File: config.mk
export PLATFORM = sky130hd
export DESIGN_NAME = input_port_buffer
export DESIGN_NICKNAME = d
export VERILOG_FILES = /design/src/rtl/input_port_buffer.sv
export SDC_FILE = /design/constraint.sdc
export NUM_CORES = 1
export LEC_CHECK = 0
export BUFFER_PORTS_ARGS = -buffer_cell sky130_fd_sc_hd__buf_4
export CAP_MARGIN = 40
export CORE_ASPECT_RATIO = 0.8
export CORE_UTILIZATION = 45
export CTS_CLUSTER_DIAMETER = 50
export CTS_CLUSTER_SIZE = 24
export DETAILED_ROUTE_END_ITERATION = 12
export MAX_ROUTING_LAYER = met4
export PLACE_DENSITY = 0.63
export SYNTH_ARGS = -nofsm -noshare
export SYNTH_HDL_FRONTEND = slang
export SYNTH_SLANG_ARGS = --single-unit
export TNS_END_PERCENT = 5
File: constraint.sdc
create_clock -name clk -period 2.75 [get_ports clk]
set_input_delay 0.4125 -clock clk [delete_from_list [all_inputs] [get_ports clk]]
set_output_delay 0.4125 -clock clk [all_outputs]
set_load 0.01 [all_outputs]
File: src/rtl/input_port_buffer.sv
// input_port_buffer: receive side of one mesh router input port.
// Captures upstream flits over a req/ack handshake into a small circular
// FIFO. It computes the XY route from the head flit, then requests the
// switch allocator. Once granted, it streams the packet into the switch
// mux. It pops one flit per downstream ack until the tail leaves.
//
// Ports:
//   clk, rst           clock, synchronous active-high reset
//   req_in, data_in    upstream flit valid / flit (held until ack_in)
//   ack_in             registered one-cycle accept pulse to upstream
//   req_port           allocator request, held for the whole packet
//   rout_port          requested output: 0 local, 1 W, 2 N, 3 E, 4 S
//   grant              allocator grant for this input
//   req_out, data_out  flit valid / FIFO head toward the switch mux
//   ack_out            one-cycle accept pulse from downstream
//
// state | meaning
// IDLE  | no packet open; discard orphan body/tail flits at the head
// REQ   | head seen, route latched, waiting for grant
// SEND  | granted; forward flits until the tail is acked
module input_port_buffer #(
  parameter int ROUTER_X = 0,
  parameter int ROUTER_Y = 0,
  parameter int DEPTH    = 4
) (
  input  logic        clk,
  input  logic        rst,
  input  logic        req_in,
  input  logic [17:0] data_in,
  output logic        ack_in,
  output logic        req_port,
  output logic [2:0]  rout_port,
  input  logic        grant,
  output logic        req_out,
  output logic [17:0] data_out,
  input  logic        ack_out
);

  localparam int PW = (DEPTH > 1) ? $clog2(DEPTH) : 1;
  localparam int CW = $clog2(DEPTH + 1);
  localparam logic [CW-1:0] FULL_CNT = CW'(DEPTH);
  localparam logic [1:0] RX = 2'(ROUTER_X);
  localparam logic [1:0] RY = 2'(ROUTER_Y);

  typedef enum logic [1:0] {IDLE, REQ, SEND} state_t;

  state_t        state, state_nxt;
  logic [17:0]   mem [DEPTH];
  logic [PW-1:0] rd_ptr, wr_ptr;
  logic [CW-1:0] count;
  logic          empty, full, push, pop, load_route;
  logic          is_head, is_tail;
  logic [2:0]    route;

  assign empty    = (count == '0);
  assign full     = (count == FULL_CNT);
  assign data_out = empty ? '0 : mem[rd_ptr];

  // Type encoding: bit 0 marks a packet start (head/single), bit 1 a packet
  // end (tail/single).
  assign is_head = data_out[16];
  assign is_tail = data_out[17];

  assign req_port = (state != IDLE);

  // A full FIFO can still take a flit on the edge that pops one, since
  // the slot being written is the one being freed.
  assign push = req_in && !ack_in && (!full || pop);

  always_comb begin
    route = 3'd0;
    if (data_out[15:14] > RX)      route = 3'd3;
    else if (data_out[15:14] < RX) route = 3'd1;
    else if (data_out[13:12] > RY) route = 3'd4;
    else if (data_out[13:12] < RY) route = 3'd2;
  end

  always_comb begin
    state_nxt  = state;
    pop        = 1'b0;
    load_route = 1'b0;
    req_out    = 1'b0;
    unique case (state)
      IDLE: begin
        if (!empty) begin
          if (is_head) begin
            load_route = 1'b1;
            state_nxt  = REQ;
          end else begin
            pop = 1'b1;
          end
        end
      end
      REQ: begin
        if (grant) state_nxt = SEND;
      end
      SEND: begin
        // Losing the grant mid-packet freezes the path without releasing it.
        req_out = grant && !empty;
        if (req_out && ack_out) begin
          pop = 1'b1;
          if (is_tail) state_nxt = IDLE;
        end
      end
      default: state_nxt = IDLE;
    endcase
  end

  always_ff @(posedge clk) begin
    if (rst) begin
      state     <= IDLE;
      rd_ptr    <= '0;
      wr_ptr    <= '0;
      count     <= '0;
      ack_in    <= 1'b0;
      rout_port <= 3'd0;
    end else begin
      state  <= state_nxt;
      ack_in <= push;
      if (push) wr_ptr <= wr_ptr + PW'(1);
      if (pop)  rd_ptr <= rd_ptr + PW'(1);
      if (push && !pop)      count <= count + CW'(1);
      else if (!push && pop) count <= count - CW'(1);
      if (load_route) rout_port <= route;
    end
  end

  // Storage needs no reset: data_out is masked while the FIFO is empty.
  always_ff @(posedge clk) begin
    if (push) mem[wr_ptr] <= data_in;
  end

endmodule

Word-level counts from Yosys, hierarchy flattened. Memories as Yosys holds them, arrays and structs flattened. A register that Yosys moved wholly into a read port is not among the register bits. Cells that the tools add are included.

$add $sub $neg: 4. Order comparisons: 4. Eq/ne operators: 8. Muxes and demuxes: 25. Reduce and logical (&&, ||, !) cells: 17.

Operators by type and width (count): 2-to-1 mux 18 bit (1); 2-to-1 mux 2 bit (8); 2-to-1 mux 3 bit (5); != test 2 bit, second input constant (5); 2-to-1 mux 1 bit (9); logical AND 1 bit (6); one-hot mux 2 bit (3 select lines) (1); zero test 1 bit (5); AND reduction 5 bit (1); adder 2 x 1 -> 2 bit, second input constant (2); greater-than comparator 2 x 1 -> 1 bit, second input constant (2); less-than comparator 2 x 1 -> 1 bit, second input constant (2); nonzero test 2 bit (2); adder 3 x 1 -> 3 bit, second input constant (1); equality test 3 bit, second input constant (1); zero test 3 bit (1); subtractor 3 x 1 -> 3 bit, second input constant (1); equality test 2 x 1 -> 1 bit, second input constant (1); equality test 2 bit, second input constant (1); zero test 2 bit (1); one-hot mux 1 bit (2 select lines) (1); logical OR 1 bit (1).

Flip-flop bits (word level): 13. Memory bits (writable): 72. Bits of input ports: 23. Output and inout port bits: 24. Logic and storage cells: 65. Memories: 1.

Memories: mem (words 4, width 18, rd ports 1, clocked after Yosys merged registers in 1, write ports 1, RTL line 48) `logic [17:0] mem [DEPTH];`.

Logic depth before layout (Yosys ltp).
Depth after elaboration: 12. Depth in mapped cells: 11. Mapped depth without buffers: 10.

Worst setup path after synthesis. OpenSTA, ideal clock, no wires.

Path kind: flip-flop to flip-flop. Start: reg (tool-made name). End: reg count[2]. Setup time: 0.071 ns. Data arrival time: 2.714 ns. Required time: 2.679 ns. Path slack: -0.034 ns. Stages on the path, launching flop included: 12. Buffers on the path: 2. Clock period less this slack: 2.784 ns. Path through: dfxtp_1 buf_6 mux4_2 nor3_4 o311a_2 buf_6 ha_1 inv_1 fa_1 xor2_1 or3_1 a21oi_1.

RTL lines: end signal, assigned (RTL line 122) `if (push && !pop) count <= count + CW'(1);`; end signal, assigned (RTL line 123) `else if (!push && pop) count <= count - CW'(1);`; end, declared (RTL line 50) `logic [CW-1:0] count;`.

==> run_summary.xml <==
<?xml version="1.0" encoding="UTF-8"?>
<metrics>
  <group name="floorplanning">
    <metric name="fp.dieW" unit="µm">100</metric>
    <metric name="num_rows" unit="">28</metric>
    <metric name="die_y" unit="µm">80.8</metric>
    <metric name="floorplan.core_area" unit="µm²">7460</metric>
    <metric name="io_pins" unit="">47</metric>
    <metric name="fp.dieArea" unit="µm²">8120</metric>
    <metric name="initial_utilization" unit="%">46.8</metric>
  </group>
  <group name="synthesis">
    <metric name="synthTopCellsByCount" unit="">sky130_fd_sc_hd__edfxtp_1, sky130_fd_sc_hd__and2_1, sky130_fd_sc_hd__dfxtp_1, sky130_fd_sc_hd__mux4_2, sky130_fd_sc_hd__nor2_1</metric>
    <metric name="synth-async-reset-ratio" unit="%">0</metric>
    <metric name="synth_cell_type_count" unit="">33</metric>
    <metric name="ys_dominant_reg_cell" unit="">sky130_fd_sc_hd__edfxtp_1</metric>
    <metric name="cells_after_synth" unit="">198</metric>
    <metric name="syn_area" unit="µm²">3490</metric>
    <metric name="synth-edff-count" unit="">72</metric>
    <metric name="yosys_warnings" unit="">0</metric>
    <metric name="mappedNetlistNets" unit="">227</metric>
    <metric name="synth_top_cell_by_area" unit="">sky130_fd_sc_hd__edfxtp_1</metric>
    <metric name="netlist.area_leader.share" unit="%">61.9</metric>
    <metric name="synth.top_cells.by_area" unit="">sky130_fd_sc_hd__edfxtp_1, sky130_fd_sc_hd__dfxtp_1, sky130_fd_sc_hd__mux4_2</metric>
    <metric name="synth-seq-cells" unit="">86</metric>
    <metric name="synth-seq-area-share" unit="%">70.0</metric>
    <metric name="synth_area_per_cell" unit="µm²">17.6</metric>
    <metric name="post-synth-top-count-cell" unit="">sky130_fd_sc_hd__edfxtp_1</metric>
  </group>
  <group name="timing">
    <metric name="worst-slew-pin-transition" unit="ns">0.601</metric>
    <metric name="slew_headroom" unit="%">59.9</metric>
    <metric name="tns" unit="ns">0</metric>
    <metric name="timing_hold_violations_final" unit="">0</metric>
    <metric name="finClkSkew" unit="ns">0.0133</metric>
    <metric name="max_freq" unit="MHz">389</metric>
    <metric name="rsz0062_at_grt" unit="">false</metric>
    <metric name="final.period_utilization" unit="%">93.5</metric>
    <metric name="finalSetupViolations" unit="">0</metric>
    <metric name="period_minus_slack" unit="ns">2.57</metric>
    <metric name="final_max_slew_viol_count" unit="">0</metric>
  </group>
  <group name="clock_tree">
    <metric name="cts.reportedPaths.clkPinSlew" unit="ns">0.08</metric>
    <metric name="cts_tree" unit="">yes</metric>
    <metric name="ctsHtreeMaxLevel" unit="">3</metric>
    <metric name="clk_latency" unit="ns">0.34</metric>
    <metric name="setup_bufs_post_cts" unit="">0</metric>
    <metric name="cts-root-buf" unit="">sky130_fd_sc_hd__clkbuf_8</metric>
    <metric name="cts-root-to-sink-buffers" unit="">2</metric>
    <metric name="post_cts_resize_count" unit="">0</metric>
    <metric name="cts.sink_count" unit="">86</metric>
    <metric name="cts.hold.buffers_added" unit="">0</metric>
    <metric name="tritoncts.num_buffers" unit="">9</metric>
  </group>
  <group name="setup_path">
    <metric name="max_fanout_on_critical_path" unit="">4</metric>
    <metric name="path_cells" unit="">mux4_2 &gt; nor3_4 &gt; o311a_2 &gt; ha_1 &gt; inv_1 &gt; fa_1 &gt; xor2_1 &gt; or3_1 &gt; a21oi_1</metric>
    <metric name="worst_path_dominant_cell_family" unit="">multiplexers</metric>
    <metric name="critPathBufInv" unit="">1</metric>
    <metric name="cp_slowest_cell" unit="">sky130_fd_sc_hd__mux4_2</metric>
    <metric name="critPathLaunchType" unit="">flop</metric>
    <metric name="end_kind" unit="">flop</metric>
    <metric name="cp_data_arrival_time" unit="ns">2.85</metric>
    <metric name="cpPeakStageDelay" unit="ns">0.56</metric>
    <metric name="worst-setup-path-type" unit="">reg -&gt; reg</metric>
    <metric name="data_required_time_of_the_worst_path" unit="ns">3.03</metric>
  </group>
  <group name="pwr">
    <metric name="p_sw" unit="mW">1.17</metric>
    <metric name="netSwitchingFraction" unit="%">29.7</metric>
    <metric name="share_clk_of_total_power" unit="%">20.6</metric>
    <metric name="total_leakage_power" unit="nW">1.51</metric>
    <metric name="vdd_drop_max" unit="µV">379</metric>
    <metric name="internal_power" unit="mW">2.77</metric>
    <metric name="power.sequential.fraction" unit="%">42.4</metric>
    <metric name="share_of_power_burned_in_combinational_logic" unit="%">37.0</metric>
    <metric name="power_density" unit="nW/µm²">945</metric>
  </group>
  <group name="placement">
    <metric name="place.detailed.hpwl" unit="µm">3760</metric>
    <metric name="dpl-instance-area" unit="µm²">4000</metric>
    <metric name="routabilityCongestion" unit="">0.700</metric>
    <metric name="port-buffer-count" unit="">46</metric>
  </group>
  <group name="cells_and_area">
    <metric name="post_route_cells_drive_above_1_share" unit="%">33.2</metric>
    <metric name="final_instance_area" unit="µm²">4180</metric>
    <metric name="antenna-diode-count" unit="">0</metric>
    <metric name="synthToLayoutAreaGrowth" unit="%">19.7</metric>
    <metric name="multi_input_comb_area" unit="µm²">967</metric>
    <metric name="seqCellArea" unit="µm²">2440</metric>
    <metric name="layout.filler_cells" unit="">582</metric>
    <metric name="final_nets" unit="">284</metric>
  </group>
  <group name="global_route">
    <metric name="grt_overflow" unit="">0</metric>
    <metric name="gr-usage-met3" unit="%">5.94</metric>
    <metric name="use_met1" unit="%">20.6</metric>
    <metric name="grt_util_all_layers" unit="%">16.6</metric>
    <metric name="vias_in_the_first_global_route" unit="">1832</metric>
    <metric name="grt_antenna_before_repair" unit="">0</metric>
    <metric name="busiest_layer" unit="">met2</metric>
    <metric name="grt_max_degree" unit="">21</metric>
    <metric name="first_pass_grt_wire_length" unit="µm">9200</metric>
    <metric name="grt.met2_usage" unit="%">25.9</metric>
  </group>
  <group name="outcome">
    <metric name="run_status" unit="">complete, no violations</metric>
  </group>
  <group name="routing">
    <metric name="via_count" unit="">1803</metric>
    <metric name="drc" unit="">0</metric>
    <metric name="vias_per_cell" unit="">4.95</metric>
    <metric name="initialDrtViolationCount" unit="">62</metric>
    <metric name="detail-route-antenna-nets" unit="">0</metric>
    <metric name="wire_per_inst" unit="µm">15.7</metric>
    <metric name="drtPass1Iterations" unit="">4</metric>
    <metric name="drt-total-wl" unit="µm">5710</metric>
  </group>
  <group name="worst_hold_path">
    <metric name="hold_path_class" unit="">in -&gt; reg</metric>
  </group>
  <group name="job">
    <metric name="drv.max_cap_violation_count" unit="">0</metric>
  </group>
</metrics>
==> placed cells by master (no fill, tap or decap), types with 2 or more instances in the layout <==
master                     Yosys  final
sky130_fd_sc_hd__nand2_1       4      4
sky130_fd_sc_hd__nor2_1        8      8
sky130_fd_sc_hd__o21ai_0       2      2
sky130_fd_sc_hd__mux4_2       12     12
sky130_fd_sc_hd__inv_1         6      6
sky130_fd_sc_hd__mux2i_1       4      4
sky130_fd_sc_hd__clkbuf_1      5      2
sky130_fd_sc_hd__buf_4         1     54
sky130_fd_sc_hd__buf_8         0      2
sky130_fd_sc_hd__and2_1       22     22
sky130_fd_sc_hd__nor3_1        7      7
sky130_fd_sc_hd__clkbuf_8      0      9
sky130_fd_sc_hd__a21oi_1       4      4
sky130_fd_sc_hd__edfxtp_1     72     72
sky130_fd_sc_hd__dfxtp_1      14     14
sky130_fd_sc_hd__nand2b_1      3      3
sky130_fd_sc_hd__xor2_1        2      2
sky130_fd_sc_hd__clkinv_2      0      2
sky130_fd_sc_hd__ha_1          5      5
sky130_fd_sc_hd__nor3b_1       2      2
sky130_fd_sc_hd__mux4_1        6      6
sky130_fd_sc_hd__or3_1         3      3
sky130_fd_sc_hd__nand3_1       2      2
==> worst reg2reg max path: cells and delay by family (launching register included) <==
family	cells	cell delay, ns
multiplexers	1	0.56
flip-flops	1	0.36
buffers and inverters	1	0.06
XOR/XNOR	1	0.15
AND/OR/NAND/NOR	2	0.45
adder cells (fa/ha/maj)	2	0.56
AO/OA/AOI/OAI	2	0.37
==> path summary, 6_finish.rpt <==
kind,from,end,slack (ns),depth (start not counted)
hold / removal,data_in[8],mem[1][8]$_DFFE_PP_,0.27,1
hold reg to reg,rout_port[2]$_SDFFE_PP0P_,rout_port[2]$_SDFFE_PP0P_,0.46,2
setup / recovery,flop,count[2]$_SDFFE_PP0P_,0.18,9
setup reg to reg,flop,count[2]$_SDFFE_PP0P_,0.18,9
==> cell type report <==
class	instances	area share, %
inverter	6	0.539
tap	105	3.14
clock buffer	11	3.14
multi-input combinational	96	23.1
sequential	86	58.4
timing repair buffer	56	10.4
clock inverter	4	1.17
==> cell families after synthesis <==
family	after synthesis	synth area share, %
xor+xnor	2	0.502
fa+ha+maj	6	2.37
mux	23	13.8
buf+inv	16	2.33
compound gates	9	1.65
flops	86	70.0
simple gates	56	9.36
==> sequential cells by signal (all words and copies together) (netlist names), named ones only <==
name,cells
mem,72
count,3
rd_ptr,2
rout_port,2
state,2
wr_ptr,2
ack_in,1
==> routing by layer <==
| layer | wire length [µm] | up-vias |
|---|---|---|
| met3 | 210 | 5 |
| met1 | 2700 | 888 |
| met4 | 46 | 0 |
| met2 | 2760 | 39 |
| li1 | - | 871 |
| met5 | 0 | - |
==> power by group through the flow <==
stage                     Combinational [mW]  Sequential, mW  Clock, mW
final                                   1.46            1.67      0.814
after global routing                    1.62            1.69      0.895
after CTS                               1.50            1.67      0.846
after detailed placement                1.49            1.70          0
after global placement                  1.47            1.70          0
after floorplan                        0.968            1.68          0
==> metrics by stage <==
step / worst slack, ns / utilization, % / instances / power (mW) / hold slack, ns
after CTS: 0.153 / 56.0 / 364 / 4.02 / 0.247
after detailed placement: 0.181 / 53.6 / 349 / 3.20 / 0.452
after global routing: 0.0417 / 56.0 / 364 / 4.21 / 0.243
after global placement: 0.248 / 53.2 / 347 / 3.17 / 0.446
final: 0.179 / 56.0 / 364 / 3.95 / 0.266
after floorplan: 0.0355 / - / 198 / 2.65 / 0.440
(Power assumes the default switching activity.)
